$ cat config.mk
export PLATFORM = sky130hd
export DESIGN_NAME = fp_mul_normalize_round
export DESIGN_NICKNAME = d
export VERILOG_FILES = /design/src/rtl/fp_mul_normalize_round.sv
export SDC_FILE = /design/constraint.sdc
export NUM_CORES = 1
export LEC_CHECK = 0
export ABC_AREA = 1
export CORE_MARGIN = 4
export CORE_UTILIZATION = 51
export DETAILED_ROUTE_END_ITERATION = 10
export GPL_TIMING_DRIVEN = 1
export PLACE_DENSITY = 0.89
export SLEW_MARGIN = 10
export SYNTH_ARGS = -nofsm -noshare
export SYNTH_HDL_FRONTEND = slang
export SYNTH_SLANG_ARGS = --single-unit
$ cat constraint.sdc
create_clock -name clk -period 2.65 [get_ports clk]
set_input_delay 0.265 -clock clk [delete_from_list [all_inputs] [get_ports clk]]
set_output_delay 0.265 -clock clk [all_outputs]
set_load 0.02 [all_outputs]
$ cat src/rtl/fp_mul_normalize_round.sv
`default_nettype none
// ============================================================================
// Module      : fp_mul_normalize_round
// Description : Normalise, round-to-nearest-even and pack stage of the
//               single-precision multiplier; two-stage valid/ready pipeline.
// Revision    : 1.0 - initial release
// ============================================================================
module fp_mul_normalize_round #(
    parameter int EXP_W = 10,
    parameter int BIAS  = 127
) (
    input  logic             clk,
    input  logic             rst,
    input  logic             in_valid,
    output logic             in_ready,
    input  logic             in_sign,
    input  logic [EXP_W-1:0] in_exp,
    input  logic [47:0]      in_mant,
    input  logic [5:0]       in_lzc,
    output logic             out_valid,
    input  logic             out_ready,
    output logic [31:0]      out_result,
    output logic             out_overflow,
    output logic             out_underflow,
    output logic             out_inexact,
    output logic             out_zero
);

    localparam int E1_W = EXP_W + 1;
    localparam int E2_W = EXP_W + 2;

    logic              r_s1_valid;
    logic              r_s1_sign;
    logic              r_s1_zero;
    logic [46:0]       r_s1_norm;
    logic [E1_W-1:0]   r_s1_e1;

    logic              r_out_valid;
    logic [31:0]       r_out_result;
    logic              r_out_overflow;
    logic              r_out_underflow;
    logic              r_out_inexact;
    logic              r_out_zero;

    logic              w_s2_adv;
    logic              w_s1_adv;
    logic [47:0]       w_norm;
    logic [E1_W-1:0]   w_e1;

    assign w_s2_adv = !r_out_valid || out_ready;
    assign w_s1_adv = !r_s1_valid || w_s2_adv;
    assign in_ready = w_s1_adv;

    assign w_norm = in_mant << in_lzc;
    assign w_e1   = {in_exp[EXP_W-1], in_exp} + E1_W'(1) - {{(E1_W-6){1'b0}}, in_lzc};

    // Bit 47 of the normalised mantissa is the hidden one and is not stored.
    always_ff @(posedge clk or posedge rst) begin
        if (rst) begin
            r_s1_valid <= 1'b0;
            r_s1_sign  <= 1'b0;
            r_s1_zero  <= 1'b0;
            r_s1_norm  <= '0;
            r_s1_e1    <= '0;
        end else if (w_s1_adv) begin
            r_s1_valid <= in_valid;
            if (in_valid) begin
                r_s1_sign <= in_sign;
                r_s1_zero <= (in_mant == '0);
                r_s1_norm <= w_norm[46:0];
                r_s1_e1   <= w_e1;
            end
        end
    end

    logic [22:0]     w_frac;
    logic            w_lsb;
    logic            w_guard;
    logic            w_sticky;
    logic            w_up;
    logic            w_carry;
    logic [22:0]     w_frac_rnd;
    logic [E2_W-1:0] w_e2;
    logic            w_ovf;
    logic            w_udf;
    logic            w_inexact_r;

    assign w_frac      = r_s1_norm[46:24];
    assign w_lsb       = r_s1_norm[24];
    assign w_guard     = r_s1_norm[23];
    assign w_sticky    = |r_s1_norm[22:0];
    assign w_up        = w_guard && (w_sticky || w_lsb);
    // Incrementing {1,frac} carries out only when every fraction bit is set.
    assign w_carry     = w_up && (&w_frac);
    assign w_frac_rnd  = w_frac + 23'(w_up);
    assign w_e2        = {r_s1_e1[E1_W-1], r_s1_e1} + E2_W'(w_carry);
    assign w_ovf       = !w_e2[E2_W-1] && (w_e2[E2_W-2:0] >= (E2_W-1)'(255));
    assign w_udf       = w_e2[E2_W-1] || (w_e2 == '0);
    assign w_inexact_r = w_guard || w_sticky;

    logic [31:0] w_result;
    logic        w_f_ovf;
    logic        w_f_udf;
    logic        w_f_inx;
    logic        w_f_zero;

    always_comb begin
        w_result = {r_s1_sign, 31'b0};
        w_f_ovf  = 1'b0;
        w_f_udf  = 1'b0;
        w_f_inx  = 1'b0;
        w_f_zero = 1'b0;
        if (r_s1_zero) begin
            w_f_zero = 1'b1;
        end else if (w_ovf) begin
            w_result = {r_s1_sign, 8'hFF, 23'b0};
            w_f_ovf  = 1'b1;
            w_f_inx  = 1'b1;
        end else if (w_udf) begin
            w_f_udf  = 1'b1;
            w_f_inx  = 1'b1;
        end else begin
            w_result = {r_s1_sign, w_e2[7:0], w_frac_rnd};
            w_f_inx  = w_inexact_r;
        end
    end

    always_ff @(posedge clk or posedge rst) begin
        if (rst) begin
            r_out_valid     <= 1'b0;
            r_out_result    <= '0;
            r_out_overflow  <= 1'b0;
            r_out_underflow <= 1'b0;
            r_out_inexact   <= 1'b0;
            r_out_zero      <= 1'b0;
        end else if (w_s2_adv) begin
            r_out_valid <= r_s1_valid;
            if (r_s1_valid) begin
                r_out_result    <= w_result;
                r_out_overflow  <= w_f_ovf;
                r_out_underflow <= w_f_udf;
                r_out_inexact   <= w_f_inx;
                r_out_zero      <= w_f_zero;
            end
        end
    end

    assign out_valid     = r_out_valid;
    assign out_result    = r_out_result;
    assign out_overflow  = r_out_overflow;
    assign out_underflow = r_out_underflow;
    assign out_inexact   = r_out_inexact;
    assign out_zero      = r_out_zero;

    // A normal result never carries the reserved all-ones or all-zeros exponent.
    a_normal_exp: assert property (@(posedge clk) disable iff (rst)
        r_out_valid && !r_out_zero && !r_out_overflow && !r_out_underflow
        |-> (r_out_result[30:23] != 8'(2*BIAS+1)) && (r_out_result[30:23] != 8'd0));

    a_lzc_consistent: assert property (@(posedge clk) disable iff (rst)
        in_valid && w_s1_adv && (in_mant != '0) |-> w_norm[47]);

endmodule
`default_nettype wire

* Word level (Yosys, flattened, before mapping) *
Cells that the tools add are included.

storage, ports and cells
  flip-flop bits (word level) = 98
  input port bits = 69
  output and inout port bits = 38
  word-level logic and storage cells = 46

cells by class
  add/subtract/negate cells = 4
  order comparisons = 1
  shift operators = 1
  muxes and demuxes = 12
  reduce and logical (&&, ||, !) cells = 17

operators by type and width
  kind                                                                 count
  two-way mux 31 bit                                                   3
  logical NOT 48 bit                                                   1
  << shifter 48 x 6 -> 47 bit                                          1
  adder 23 x 1 -> 23 bit                                               1
  AND reduction 23 bit                                                 1
  OR reduction 23 bit                                                  1
  adder 11 x 2 -> 12 bit                                               1
  logical NOT 12 bit                                                   1
  adder 10 x 2 -> 11 bit (second input constant)                       1
  greater-or-equal comparator 11 x 8 -> 1 bit (second input constant)  1
  subtractor 11 x 6 -> 11 bit                                          1
  two-way mux 1 bit                                                    9
  logical OR 1 bit                                                     5
  AND reduction 2 bit                                                  2
  logical AND 1 bit                                                    3
  logical NOT 1 bit                                                    3

* Logic depth before layout (Yosys ltp) *
  word-level depth = 10
  gate-level depth with buffers = 19
  depth with buffers taken out = 19

* Worst setup path before layout *
OpenSTA, ideal clock, no wires.

  kind = register to register
  start = register r_s1_norm[20]
  end = register r_out_result[21] (netlist: out_result[21])
  setup time = 0.124 ns
  data arrival time = 2.441 ns
  required time = 2.526 ns
  setup slack = 0.086 ns
  stages on the path, launching flop included = 18
  buffers on the path = 1
  period minus slack after synthesis = 2.564 ns
  cells stage by stage = dfrtp_1 or2_2 nor3_1 nand3_1 o21ai_0 nor2_1 ha_1 ha_1 nand2_1 nor2_1 nand2_1 nor2_1 nand3_1 nand2_2 nand2_2 buf_6 nand2_2 o21bai_2

on the way
  longest elaborated chain between the ends = 10
  elaborated cells on any way between the ends = 14
  classes of those cells = add/sub (2); order compare (1); mux (3); reduce/logical (8)

ends and longest elaborated chain
  element                                                         RTL line  source
  from (decl)                                                     35        logic [46:0] r_s1_norm;
  from (signal assigned)                                          70        r_s1_norm <= w_norm[46:0];
  OR reduction 23 bit (*)                                         91        assign w_sticky = |r_s1_norm[22:0];
  logical OR 1 bit (*)                                            92        assign w_up = w_guard && (w_sticky || w_lsb);
  logical AND 1 bit (*)                                           92
  branches (longest 5 deep; another with adder 11 x 2 -> 12 bit)  -
  two-way mux 31 bit (*)                                          115       end else if (w_ovf) begin
  two-way mux 31 bit (*)                                          113       if (r_s1_zero) begin
  to (signal assigned)                                            139       r_out_result <= w_result;
  to (decl)                                                       39        logic [31:0] r_out_result;

Every way passes the cells marked *.
A chain may end at the register's enable or synchronous reset.

* Final worst setup path *
  start = register r_s1_norm[17]
  end = register r_out_result[1] (netlist: out_result[1])

The elaborated chain is that of the path after synthesis.

==> out/metrics.csv <==
stage,metric,value,unit
floorplan,Initial Utilization,52.3,%
global_routing,first-pass GRT wire length,44.3,mm
synthesis,Synth warnings,0,
power,Pwr per Cell Area,552,nW/um^2
clock_tree,# clock sinks,98,
clock_tree,TritonCTS buffer count,9,
worst_setup_path,register-to-register setup slack,-250,ps
global_routing,largest net degree at the start of global routing,99,
final_layout,fin util,68.4,%
synthesis,"Top FF cell, synth",dfrtp_1,
flow_run,max_cap viols,0,
final_layout,fillers,1253,
final_layout,number of diodes,0,
synthesis,sequential share of the synthesized area,30.6,%
sta,RSZ-0062 raised after global routing,true,
worst_setup_path,CP arrival,3120,ps
synthesis,Gate Count Post-Synth,1244,
global_routing,vias in the first global route,8652,
routing,Post-route DRC,0,
place,Placer Congestion,1.04,
worst_setup_path,startpoint types,flip-flop,
clock_tree,CTS tree,done,
worst_setup_path,worst path required time,2870,ps
floorplan,die span in y,133,um
sta,"Hold Vio Cnt, Final",0,
routing,vias after detailed routing,9572,
worst_setup_path,Worst path slowest cell,dfrtp_1,
worst_setup_path,CP Capture Type,flip-flop,
sta,min Tclk post-route,2900,ps
sta,Slew Limit Fails,0,
clock_tree,Root Driver,clkbuf_16,
routing,WL/cell,17.7,um
worst_setup_path,FF-to-FF path depth,17,
clock_tree,CTS Buffer Depth,2,
synthesis,Avg Synthesized Cell Area,6.44,um^2
synthesis,"count leader, synth",nand2_1,
sta,setup violators final,34,
global_routing,GRT Util Overall,30.5,%
worst_setup_path,crit path cell chain,nor3_2 > nand2_1 > nor3_2 > nand3_4 > o21ai_4 > nor2_4 > ha_4 > ha_4 > nand3_4 > xor2_1 > nand2_1 > nor2_2 > nand3_4 > buf_6 > buf_16 > nand4_1 > nand2_1,
power,static leakage,0.00491,uW
floorplan,die width,133,um
worst_setup_path,critical path peak fanout,8,
hold_path,hold crit path type,input pin to async pin,
place,Port Buffers,106,
floorplan,Core ar.,15300,um^2
routing,routed vias/inst,6.05,
routing,final WL,28.0,mm
global_routing,initial antenna violation count,0,
outcome,outcome,"complete, but fails checks",
routing,ANT nets after route,0,
floorplan,I/O pin count,107,
sta,slew margin rel.,65.8,%
synthesis,Synth area leaders,"dfrtp_1 31%, nand3_1 19%, nand2_1 16%",
worst_setup_path,Crit path largest cell delay,410,ps
clock_tree,worst skew pair latency,350,ps
global_routing,total grt overflow,0,
floorplan,Site Rows,45,
routing,Initial DRT Pass Iterations,7,
worst_setup_path,Critical R2R Capture,out_result[1]$_DFFE_PP0P_,
routing,Initial DRC Count,1165,
synthesis,post-synth top area cell,dfrtp_1,
sta,final clock skew,8.98,ps
sta,period utilisation layout,109,%
synthesis,Synth Register Bits,98,
final_layout,share of layout cells above drive strength 1,12.8,%
synthesis,"EDFF count, synth",0,
power,VDD IR-drop max,0.391,mV
synthesis,Unique masters post-synth,41,
worst_setup_path,WS Path Type,flip-flop to flip-flop,
sta,worst setup margin,-249,ps
synthesis,asr flop ratio synth,100,%
clock_tree,# H-tree levels,3,
place,hpwl dp,19.6,mm
synthesis,syn_nets,1333,
synthesis,Synth top area share,30.6,%
floorplan,total die area,17800,um^2
outcome,failing checks,negative setup slack,
clock_tree,Worst-path clk slew,70,ps
synthesis,Synth top cells by count,"348 x nand2_1, 297 x nand3_1, 110 x inv_1, 98 x dfrtp_1, 78 x nor2_1",
sta,WHS,400,ps
final_layout,final net count,1456,
final_layout,Layout Area Growth over Synthesis,30.6,%
synthesis,synthesized cell area,8020,um^2
worst_setup_path,reg2reg start,r_s1_norm[17]$_DFFE_PP0P_,
sta,fmax,0.345,GHz
sta,Worst-Margin Slew,514,ps
state kept, by name, indices dropped and copies added (netlist names):
name / count
out_overflow: 1
r_s1_zero: 1
r_s1_e1: 11
out_inexact: 1
out_valid: 1
r_s1_norm: 47
r_s1_sign: 1
out_result: 32
out_underflow: 1
out_zero: 1
r_s1_valid: 1
where the power goes:
| part | leakage (uW) | total (uW) | internal, uW | switching [uW] |
|---|---|---|---|---|
| Sequential | 0.00127 | 1980 | 1750 | 222 |
| Clock | 0.000152 | 1360 | 811 | 553 |
| Combinational | 0.00348 | 2430 | 975 | 1460 |
| Total | 0.00491 | 5780 | 3540 | 2230 |
critical path, delay by kind of cell, from the launching register on:
family	cells	cell delay (ps)
buffers and inverters	2	300
and+or+nand+nor	11	1320
DFF	1	410
xor gates and xnor gates	1	180
AOI/OAI and AO/OA	1	200
adders and majority gates	2	370
repair_timing:
action | 4_1_cts | 5_1_grt
endpoints found under the setup margin | 34 | 34
endpoints found under the hold margin | 0 | 0
hold buffers | 0 | 0
gates cloned | 3 | 1
resized for setup | 52 | 55
buffers inserted | 10 | 3
pin swaps | 24 | 44
metrics by stage:
step | instances | setup WS, ps | power [uW] | setup TNS (ps) | instance area, um^2
after floorplan | 1244 | 85.6 | 3220 | 0 | 8020
after global placement | 1552 | -55.8 | 4030 | -678 | 9520
after detailed placement | 1552 | -130 | 4080 | -2730 | 9520
after CTS | 1581 | -74.9 | 5560 | -1840 | 10200
after global routing | 1583 | -301 | 6060 | -8230 | 10500
final | 1583 | -249 | 5780 | -6300 | 10500
kinds of logic (layout without fill, tap and decap cells):
logic type	Yosys count	in the layout	synth area share, %
adder cells (fa/ha/maj)	20	20	3.22
flip-flops	98	98	30.6
AND/OR/NAND/NOR	807	808	45.4
AO/OA/AOI/OAI	123	123	9.79
buffers and inverters	180	307	9.21
XOR/XNOR	16	16	1.75
worst max path at each step:
stage                     slack, ps  depth (start not counted)                 startpoint                          to
after floorplan                  90                         17  r_s1_norm[20]$_DFFE_PP0P_  out_result[21]$_DFFE_PP0P_
after global placement          -60                         17  r_s1_norm[31]$_DFFE_PP0P_     out_inexact$_DFFE_PP0P_
after detailed placement       -130                         17  r_s1_norm[31]$_DFFE_PP0P_     out_inexact$_DFFE_PP0P_
after CTS                       -70                         18   r_s1_norm[6]$_DFFE_PP0P_  out_result[27]$_DFFE_PP0P_
after global routing           -300                         17  r_s1_norm[17]$_DFFE_PP0P_  out_result[29]$_DFFE_PP0P_
final                          -250                         17  r_s1_norm[17]$_DFFE_PP0P_   out_result[1]$_DFFE_PP0P_
placed cells by master (no fill, tap or decap), types with 11 or more instances in the layout:
cell and n:
inv_1 104, clkdlybuf4s50_1 105, dfrtp_1 98, nor2_2 11, nor4_1 12, o21ai_0 39
a21oi_1 15, nand2_1 335, nand4_1 34, nand2_2 12, buf_4 59, xor2_1 13
ha_1 15, nor2_1 67, o211ai_1 47, nand3_1 285
per-layer routing:
layer / GRT usage (%) / wire (um) / vias up
met2: 51.1 / 13400 / 619
li1: - / - / 4465
met1: 39.8 / 10900 / 4379
met3: 4.87 / 2570 / 109
met4: 11.4 / 1170 / 0
met5: 0 / 0 / -
cell type report:
type | count | area, um^2 | share of cell area [%]
clock buffers | 13 | 270 | 2.58
repair buffers | 178 | 1730 | 16.6
flip-flops and latches | 98 | 2450 | 23.4
inverters | 113 | 440 | 4.21
well taps | 211 | 264 | 2.52
multi-input cells | 967 | 5260 | 50.3
clock inverters | 3 | 46.3 | 0.442
Power figures use the tool's default switching activity.
